File: src/rtl/zstr_fifo_sync_if.sv
// Handshake bundle for zstr_fifo_sync: write side (zi_*) and read side (zo_*).
// The slave modport is the FIFO's view; master is the surrounding logic's view.
interface zstr_fifo_sync_if #(
  parameter int BW = 8,
  parameter int LN = 5
);
  localparam int CNL = $clog2(LN + 1);

  logic           zi_vld;
  logic [BW-1:0]  zi_bus;
  logic           zi_ack;
  logic [CNL-1:0] zi_num;
  logic           zi_afl;

  logic           zo_vld;
  logic [BW-1:0]  zo_bus;
  logic           zo_ack;
  logic [CNL-1:0] zo_num;
  logic           zo_ael;

  modport master (
    output zi_vld, zi_bus, zo_ack,
    input  zi_ack, zi_num, zi_afl, zo_vld, zo_bus, zo_num, zo_ael
  );

  modport slave (
    input  zi_vld, zi_bus, zo_ack,
    output zi_ack, zi_num, zi_afl, zo_vld, zo_bus, zo_num, zo_ael
  );
endinterface

File: src/rtl/zstr_fifo_sync.sv
// Synchronous fall-through FIFO, any depth LN >= 1, one-cycle write-to-read latency.
// Optional synchronous flush input enabled by defining ZSTR_FIFO_FLUSH_EN.
module zstr_fifo_sync #(
  parameter int BW  = 8,
  parameter int LN  = 5,
  parameter int AFN = 1,
  parameter int AEN = 1
) (
  input  logic clk,
  input  logic rst,
`ifdef ZSTR_FIFO_FLUSH_EN
  input  logic flush,
`endif
  zstr_fifo_sync_if.slave z
);

  localparam int LNL = (LN > 1) ? $clog2(LN) : 1;
  localparam int CNL = $clog2(LN + 1);

  localparam logic [CNL-1:0] CNT_FULL = CNL'(LN);
  localparam logic [LNL-1:0] PTR_LAST = LNL'(LN - 1);

  logic [CNL-1:0] cnt_q, cnt_d;
  logic [LNL-1:0] wpb_q, wpb_d;
  logic [LNL-1:0] rpb_q, rpb_d;

  logic [BW-1:0]  mem [LN];

  logic           zi_ack;
  logic           zo_vld;
  logic           zi_trn;
  logic           zo_trn;
  logic [CNL-1:0] zi_num;

  function automatic logic [LNL-1:0] ptr_inc(input logic [LNL-1:0] p);
    return (p == PTR_LAST) ? '0 : p + LNL'(1);
  endfunction

  // Handshake flags depend only on registered occupancy (and flush), never on the far side's strobe.
`ifdef ZSTR_FIFO_FLUSH_EN
  assign zi_ack = (cnt_q != CNT_FULL) & ~flush;
  assign zo_vld = (cnt_q != '0) & ~flush;
`else
  assign zi_ack = (cnt_q != CNT_FULL);
  assign zo_vld = (cnt_q != '0);
`endif

  assign zi_trn = z.zi_vld & zi_ack;
  assign zo_trn = zo_vld & z.zo_ack;
  assign zi_num = CNT_FULL - cnt_q;

  assign z.zi_ack = zi_ack;
  assign z.zo_vld = zo_vld;
  assign z.zi_num = zi_num;
  assign z.zo_num = cnt_q;
  assign z.zi_afl = int'(zi_num) <= AFN;
  assign z.zo_ael = int'(cnt_q) <= AEN;
  assign z.zo_bus = mem[rpb_q];

  // NOTE: every always_comb output gets a default on entry so no path leaves it unassigned (no latch).
  always_comb begin
    cnt_d = cnt_q;
    wpb_d = wpb_q;
    rpb_d = rpb_q;
    if (zi_trn && !zo_trn) begin
      cnt_d = cnt_q + CNL'(1);
    end else if (zo_trn && !zi_trn) begin
      cnt_d = cnt_q - CNL'(1);
    end
    if (zi_trn) begin
      wpb_d = ptr_inc(wpb_q);
    end
    if (zo_trn) begin
      rpb_d = ptr_inc(rpb_q);
    end
`ifdef ZSTR_FIFO_FLUSH_EN
    if (flush) begin
      cnt_d = '0;
      wpb_d = '0;
      rpb_d = '0;
    end
`endif
  end

  // NOTE: sequential state uses non-blocking assignments so all registers update from pre-edge values.
  always_ff @(posedge clk or posedge rst) begin
    if (rst) begin
      cnt_q <= '0;
      wpb_q <= '0;
      rpb_q <= '0;
    end else begin
      cnt_q <= cnt_d;
      wpb_q <= wpb_d;
      rpb_q <= rpb_d;
    end
  end

  // NOTE: storage is deliberately not reset; occupancy gates its visibility. Writes are suppressed under reset.
  always_ff @(posedge clk) begin
    if (zi_trn && !rst) begin
      mem[wpb_q] <= z.zi_bus;
    end
  end

endmodule

File: src/flat_wrapper.sv
// flat-port wrapper written by rule: the top's interface ports become plain ports
module zstr_fifo_sync_flat 
#(
  parameter int BW  = 8,
  parameter int LN  = 5,
  parameter int AFN = 1,
  parameter int AEN = 1
)
  (clk, rst, z_zi_vld, z_zi_bus, z_zo_ack, z_zi_ack, z_zi_num, z_zi_afl, z_zo_vld, z_zo_bus, z_zo_num, z_zo_ael);
  zstr_fifo_sync_if #(.BW(BW), .LN(LN)) z_i ();
  input  logic clk;
  input  logic rst;
  input wire logic [$bits(z_i.zi_vld)-1:0] z_zi_vld;
  input wire logic [$bits(z_i.zi_bus)-1:0] z_zi_bus;
  input wire logic [$bits(z_i.zo_ack)-1:0] z_zo_ack;
  output wire logic [$bits(z_i.zi_ack)-1:0] z_zi_ack;
  output wire logic [$bits(z_i.zi_num)-1:0] z_zi_num;
  output wire logic [$bits(z_i.zi_afl)-1:0] z_zi_afl;
  output wire logic [$bits(z_i.zo_vld)-1:0] z_zo_vld;
  output wire logic [$bits(z_i.zo_bus)-1:0] z_zo_bus;
  output wire logic [$bits(z_i.zo_num)-1:0] z_zo_num;
  output wire logic [$bits(z_i.zo_ael)-1:0] z_zo_ael;
  assign z_i.zi_vld = z_zi_vld;
  assign z_i.zi_bus = z_zi_bus;
  assign z_i.zo_ack = z_zo_ack;
  assign z_zi_ack = z_i.zi_ack;
  assign z_zi_num = z_i.zi_num;
  assign z_zi_afl = z_i.zi_afl;
  assign z_zo_vld = z_i.zo_vld;
  assign z_zo_bus = z_i.zo_bus;
  assign z_zo_num = z_i.zo_num;
  assign z_zo_ael = z_i.zo_ael;
  zstr_fifo_sync #(.BW(BW), .LN(LN), .AFN(AFN), .AEN(AEN)) u_core (.clk(clk), .rst(rst), .z(z_i));
endmodule
File: config.mk
export PLATFORM = sky130hd
export DESIGN_NAME = zstr_fifo_sync_flat
export DESIGN_NICKNAME = d
export VERILOG_FILES = /design/src/rtl/zstr_fifo_sync_if.sv /design/src/rtl/zstr_fifo_sync.sv /design/src/flat_wrapper.sv
export SDC_FILE = /design/constraint.sdc
export NUM_CORES = 1
export LEC_CHECK = 0
export ABC_AREA = 0
export ABC_CLOCK_PERIOD_IN_PS = 2900
export BUFFER_PORTS_ARGS = -buffer_cell sky130_fd_sc_hd__buf_2
export CAP_MARGIN = 25
export CORE_ASPECT_RATIO = 0.5
export CORE_MARGIN = 5
export CORE_UTILIZATION = 47
export CTS_CLUSTER_DIAMETER = 40
export DETAILED_ROUTE_END_ITERATION = 8
export PLACE_DENSITY = 0.76
export SYNTH_ARGS = -nofsm -noshare
export SYNTH_HDL_FRONTEND = slang
export SYNTH_SLANG_ARGS = --single-unit
File: constraint.sdc
create_clock -name clk -period 2.9 [get_ports clk]
set_input_delay 0.435 -clock clk [delete_from_list [all_inputs] [get_ports clk]]
set_output_delay 0.435 -clock clk [all_outputs]
set_load 0.1 [all_outputs]
==> results of run 1 <==
## per-layer routing
layer	vias up	track usage [%]	wire, um
li1	646	-	-
met1	623	18.1	1930
met2	23	23.2	1860
met3	7	3.40	140
met4	0	6.56	74
met5	-	0	0
## through the flow
stage / instance area [um^2] / hold slack, ns / instances
after detailed placement: 2500 / 0.448 / 244
after floorplan: 2260 / 0.268 / 157
after global routing: 2580 / 0.131 / 252
final: 2580 / 0.112 / 252
after CTS: 2580 / 0.118 / 252
after global placement: 2500 / 0.446 / 244
## cell type report
class                      instances  area (um^2)  share of cell area [%]
clock buffer                       5         68.8                    2.66
clock inverter                     3         12.5                   0.484
inverter                          18         71.3                    2.76
multi-input combinational         84          717                    27.8
sequential                        49         1430                    55.4
tap                               57         71.3                    2.76
timing repair buffer              36          210                    8.14
## logic make-up after synthesis
| family | share of synthesized area, % |
|---|---|
| buffers and inverters | 5.11 |
| adder cells (fa/ha/maj) | 7.38 |
| multiplexers | 5.11 |
| flip-flops | 64.7 |
| AND/OR/NAND/NOR | 6.98 |
| XOR/XNOR | 1.19 |
| AO/OA/AOI/OAI | 9.48 |
## critical path, cell delays in order, from the launching register on
cell      delay (ns)
dfrtp_1         0.64
buf_12          0.23
mux2i_1         0.10
a221oi_2        0.24
buf_2           0.46
## final timing paths
kind / start / end / slack, ns / cells past startpoint
hold reg to reg: u_core.wpb_q[2] / u_core.wpb_q[2] / 0.56 / 1
setup / recovery: u_core.rpb_q[0] / z_zo_bus[7] / 0.49 / 4
setup reg to reg: u_core.z.zo_num[1] / u_core.mem[1][2] / 0.86 / 6
hold / removal: rst / u_core.wpb_q[2] / 0.11 / 2
max in group asynchronous: rst / u_core.z.zo_num[0] / 2.48 / 2
min in group clk: z_zi_bus[0] / u_core.mem[2][0] / 0.36 / 1
## sequential cells by signal, indices dropped and copies added, names as in the netlist
name	cells
u_core.z.zo_num	3
u_core.wpb_q	3
u_core.mem	40
u_core.rpb_q	3
## cell usage in the layout, fill, tap and decap left out, types with 2 or more instances in the layout
master    synthesis  layout
a211oi_1          8       8
a21oi_1           2       2
a221oi_2          0       8
a22o_1            2       2
buf_2             0      29
buf_4             2       6
clkbuf_8          0       5
clkinv_1          0       2
dfrtp_1           9       7
edfxtp_1         40      40
ha_1             13      13
inv_1            18      17
mux2_2            2       2
mux2i_1           9       9
nand2_1           8       8
nand2b_1          3       2
nor2_1            4       4
nor2b_1           8       8
nor3_1            4       4
o21ai_0           5       5
xnor2_1           2       2
==> Implementation_results.wiki, run 1 <==
{| class="wikitable"
! Metric !! Value
|-
| Number of vias in the routed layout || 1299
|-
| First-pass GRT wire length || 6560 um
|-
| DRC violations left || 0
|-
| Total of endpoints with negative setup slack in the final report || 0
|-
| Height of the die || 58.4 um
|-
| Post-Route WL || 4010 um
|-
| Measured slew at the worst slew-check pin || 0.488 ns
|-
| Placement Rows || 17
|-
| Maximum number of pins on one net before global-route repair || 20
|-
| Fin worst setup slack || 0.491 ns
|-
| Clock transition time at the flip-flop clock pins of the worst setup and hold paths || 0.08 ns
|-
| Sequential-to-total area share from yosys stat || 64.7%
|-
| Register bit total from synthesis || 49
|-
| Source-to-sink clock delay at the later pin of the worst-skew pair || 0.30 ns
|-
| Cell area after technology mapping || 2200 um^2
|-
| Async set or reset register ratio after synthesis || 18.4%
|-
| Number of synthesis warnings || 0
|-
| HPWL after detailed placement || 2820 um
|-
| Post-Synthesis Net Count || 182
|-
| Pre-CTS setup slack || 0.832 ns
|-
| Post-route minimum period || 2.41 ns
|-
| Setup TNS || 0 ns
|-
| H-tree levels || 2
|-
| Number of fill cells || 366
|-
| Final period utilization || 83.1%
|-
| Core Area || 4470 um^2
|-
| Max-slew headroom at the worst pin || 67.7%
|-
| Layout cells sized above 1 || 29.2%
|-
| Unique masters post-synth || 26
|-
| Total global-route track usage || 14.1%
|-
| Root buffer cell || clkbuf_8
|-
| Final number of hold-violating endpoints || 0
|-
| WP data required || 2.47 ns
|-
| Area growth from synthesis to final layout || 17.2%
|-
| Skew final || 0.00451 ns
|-
| Post-DR vias/cell || 5.15
|-
| Post-CTS Setup Repair Bufs || 0
|-
| Gr ovfl total || 0
|-
| Io pins || 30
|-
| Ranking of synthesized cells by instance count || 40 x edfxtp_1, 18 x inv_1, 13 x ha_1
|-
| Most instantiated flip-flop cell in the synthesis netlist || edfxtp_1
|-
| Unrepaired setup endpoints after global routing || false
|-
| Number of maximum-capacitance violations || 0
|-
| Quantity of hold-fixing buffers added after cts || 0
|-
| EDFF count, synth || 40
|-
| Path category of the worst min-delay check || input pin to asynchronous set/reset pin
|-
| Fin util || 57.8%
|-
| Startpoint class of the critical path || flop
|-
| Cells after Synth || 157
|-
| Maximum number of buffers from clock root to sink || 2
|-
| Result of the run || finished, final reports clean
|-
| Die width || 107 um
|-
| Share of Yosys cell area claimed by the top area cell type || 54.5%
|-
| Most instantiated library cell after synthesis || edfxtp_1
|-
| Routed wire length per instance || 15.9 um
|-
| Largest area contributor in the netlist || edfxtp_1
|-
| Worst Setup End Kind || output pin
|-
| Clock tree from TritonCTS || yes
|-
| Initial antenna violation count || 0
|-
| Number of buffers added by the clock tree synthesis step || 5
|-
| Area enclosed by the die boundary || 6240 um^2
|-
| Starting density of the core || 49.3%
|-
| Iteration-0 DRC count of the detailed router || 56
|-
| Worst setup path class || flop to output pin
|-
| Clock Sinks || 49
|-
| Endpoint arrival time on the critical path || 1.97 ns
|-
| Final RePlAce weighted congestion || 0.753
|-
| Number of input and output port buffers inserted || 29
|-
| Post-detailed-route count of antenna-violating nets || 0
|-
| Antenna diode count || 0
|-
| Count of final max-slew check failures || 0
|-
| Iteration count of the initial detailed-routing pass || 4
|-
| # nets final || 219
|-
| Maximum fanout along the worst path || 19
|-
| Average cell area after synthesis || 14.0 um^2
|-
| Via count of the first global-routing pass || 1326
|-
| Top area cells in the synthesized netlist || edfxtp_1 55%, dfrtp_1 10%, ha_1 7.4%
|-
| Top achievable clock speed || 0.415 GHz
|-
| PostCTS Resize Cnt || 0
|}
Power of run 1 is not shown: default switching activity piles up to over one toggle a cycle in this logic, so the estimate is an artifact.
==> run 2: changes to the inputs <==
--- a/config.mk
+++ b/config.mk
@@ -6,7 +6,7 @@
 export NUM_CORES = 1
 export LEC_CHECK = 0
 export ABC_AREA = 0
-export ABC_CLOCK_PERIOD_IN_PS = 2900
+export ABC_CLOCK_PERIOD_IN_PS = 2200
 export BUFFER_PORTS_ARGS = -buffer_cell sky130_fd_sc_hd__buf_2
 export CAP_MARGIN = 25
 export CORE_ASPECT_RATIO = 0.5
@@ -14,7 +14,7 @@
 export CORE_UTILIZATION = 47
 export CTS_CLUSTER_DIAMETER = 40
 export DETAILED_ROUTE_END_ITERATION = 8
-export PLACE_DENSITY = 0.76
+export PLACE_DENSITY = 0.79
 export SYNTH_ARGS = -nofsm -noshare
 export SYNTH_HDL_FRONTEND = slang
 export SYNTH_SLANG_ARGS = --single-unit
==> constraint.sdc (replaced) <==
create_clock -name clk -period 2.2 [get_ports clk]
set_input_delay 0.33 -clock clk [delete_from_list [all_inputs] [get_ports clk]]
set_output_delay 0.33 -clock clk [all_outputs]
set_load 0.1 [all_outputs]
==> Implementation_results.wiki, run 2 (synthesis results as in run 1) <==
{| class="wikitable"
! Metric !! Value
|-
| Clock Sinks || 49 (unchanged)
|-
| Timing startpoint of the critical path || u_core.rpb_q[0]
|-
| Top achievable clock speed || 0.461 GHz
|-
| Met1 wire length || 1960 um (+1.8%)
|-
| Placement Rows || 17 (unchanged)
|-
| Number of buffers added by the clock tree synthesis step || 5 (unchanged)
|-
| Via count of the first global-routing pass || 1381 (+4.1%)
|-
| Startpoint class of the critical path || flop
|-
| WP data required || 1.87 ns (-0.60 ns)
|-
| Core Area || 4470 um^2 (unchanged)
|-
| Max reg flops || 40 (unchanged)
|-
| H-tree levels || 2 (unchanged)
|-
| Clock tree from TritonCTS || yes
|-
| Post-detailed-route count of antenna-violating nets || 0 (unchanged)
|-
| Post-layout instance area || 2790 um^2 (+8.1%)
|-
| Top register by number of flip-flops || u_core.mem
|-
| Area enclosed by the die boundary || 6240 um^2 (unchanged)
|-
| HPWL after detailed placement || 3120 um (+11%)
|-
| Final-layout worst hold slack || 0.0322 ns (-0.0801 ns)
|-
| Die width || 107 um (unchanged)
|-
| Maximum number of pins on one net before global-route repair || 25 (+25%)
|-
| Met2 layer wire length in the routed design || 2100 um (+12%)
|-
| First-pass GRT wire length || 6890 um (+5.1%)
|-
| Placed cell area || 2640 um^2 (+5.7%)
|-
| RR Startpoint || u_core.z.zo_num[1]
|-
| Root buffer cell || clkbuf_8
|-
| Result of the run || finished, final reports clean
|-
| Most frequent standard cell in the layout excluding fill and tap cells || edfxtp_1
|-
| Number of vias in the routed layout || 1352 (+4.1%)
|-
| Iteration-0 DRC count of the detailed router || 88 (+57%)
|-
| Starting density of the core || 49.3% (unchanged)
|-
| Final RePlAce weighted congestion || 0.828 (+9.9%)
|-
| Total global-route track usage || 14.8% (+0.62 points)
|-
| Worst setup path class || flop to output pin
|-
| Fin worst setup slack || 0.0313 ns (-0.460 ns)
|-
| Post-Route WL || 4410 um (+9.9%)
|-
| Endpoint arrival time on the critical path || 1.84 ns (-0.13 ns)
|-
| Number of input and output port buffers inserted || 29 (unchanged)
|-
| Pre-CTS setup slack || 0.139 ns (-0.693 ns)
|-
| Initial antenna violation count || 0 (unchanged)
|-
| Skew final || 0.00532 ns (+0.000803 ns)
|-
| Worst Setup End Kind || output pin
|-
| Iteration count of the initial detailed-routing pass || 4 (unchanged)
|-
| Maximum number of buffers from clock root to sink || 2 (unchanged)
|-
| Final number of hold-violating endpoints || 0 (unchanged)
|-
| Max-slew headroom at the worst pin || 67.5% (-0.16 points)
|-
| Commonest cells after routing, fill and taps aside || 40 x edfxtp_1, 20 x buf_2, 17 x inv_1
|-
| Number of cells on the worst reg-to-reg path || 5 (-1)
|-
| DRC violations left || 0 (unchanged)
|-
| Count of final max-slew check failures || 0 (unchanged)
|-
| Clock transition time at the flip-flop clock pins of the worst setup and hold paths || 0.09 ns (about the same)
|-
| R2R Path End || u_core.mem[1][0]
|-
| Layout cells sized above 1 || 38.9% (+9.6 points)
|-
| Io pins || 30 (unchanged)
|-
| Routed wire length per instance || 17.6 um (+11%)
|-
| Area growth from synthesis to final layout || 26.7%
|-
| Quantity of hold-fixing buffers added after cts || 0 (unchanged)
|-
| Uppermost signal routing layer after detailed routing || met4
|-
| Number of maximum-capacitance violations || 0 (unchanged)
|-
| Measured slew at the worst slew-check pin || 0.491 ns (+0.00235 ns)
|-
| Antenna diode count || 0 (unchanged)
|-
| # nets final || 217 (-0.91%)
|-
| Total of endpoints with negative setup slack in the final report || 0 (unchanged)
|-
| Wire length on met3 || 276 um (+97%)
|-
| Path category of the worst min-delay check || input pin to asynchronous set/reset pin
|-
| Post-route minimum period || 2.17 ns
|-
| Fin util || 62.5% (+4.7 points)
|-
| Post-DR vias/cell || 5.41 (+4.9%)
|-
| Height of the die || 58.4 um (unchanged)
|-
| R2r setup slk || 0.13 ns (-0.73 ns)
|-
| Maximum fanout along the worst path || 24 (+5)
|-
| Gr ovfl total || 0 (unchanged)
|-
| Source-to-sink clock delay at the later pin of the worst-skew pair || 0.30 ns (about the same)
|-
| Final period utilization || 98.6%
|}
[run 2: final cells by class]
type,count,area (um^2)
clock inverters,3,21.3
multi-input cells,84,907
fillers,328,1670
well taps,57,71.3
inverters,18,71.3
repair buffers,34,218
clock buffers,5,68.8
flip-flops and latches,49,1440
[run 2: through the flow]
step	cells	setup TNS, ns
4_1_cts	250	-0.0466
3_5_place_dp	242	0
6_report	250	0
2_1_floorplan	157	-4.71
5_1_grt	250	-0.0385
3_3_place_gp	242	0
[run 2: how the worst max path moves through the flow]
stage / endpoint / slack [ns]
4_1_cts: z_zo_bus[0] / -0.03
6_report: z_zo_bus[7] / 0.03
5_1_grt: z_zo_bus[7] / -0.03
2_1_floorplan: u_core.z.zo_num[2] / -0.36
3_3_place_gp: u_core.mem[1][2] / 0.24
3_5_place_dp: u_core.mem[1][0] / 0.14
[run 2: critical path, stage by stage, from the launching register on]
cell and delay, ns:
dfrtp_1 0.46, buf_12 0.20, nor2b_1 0.23, a211oi_2 0.09
a221oi_2 0.18, clkbuf_4 0.37
[run 2: what timing repair did]
item / in CTS / in global routing
setup buffers: 0 / 0
setup endpoints to repair: 2 / 9
resized for setup: 3 / 15
pin swaps: 0 / 0
cloned: 0 / 0
[run 2: routing by layer]
metal | global-route usage, % | vias up
li1 | - | 638
met1 | 18.8 | 666
met2 | 24.8 | 42
met3 | 4.60 | 6
met4 | 4.19 | 0
met5 | 0 | -
Power of run 2 is left out for the same reason.
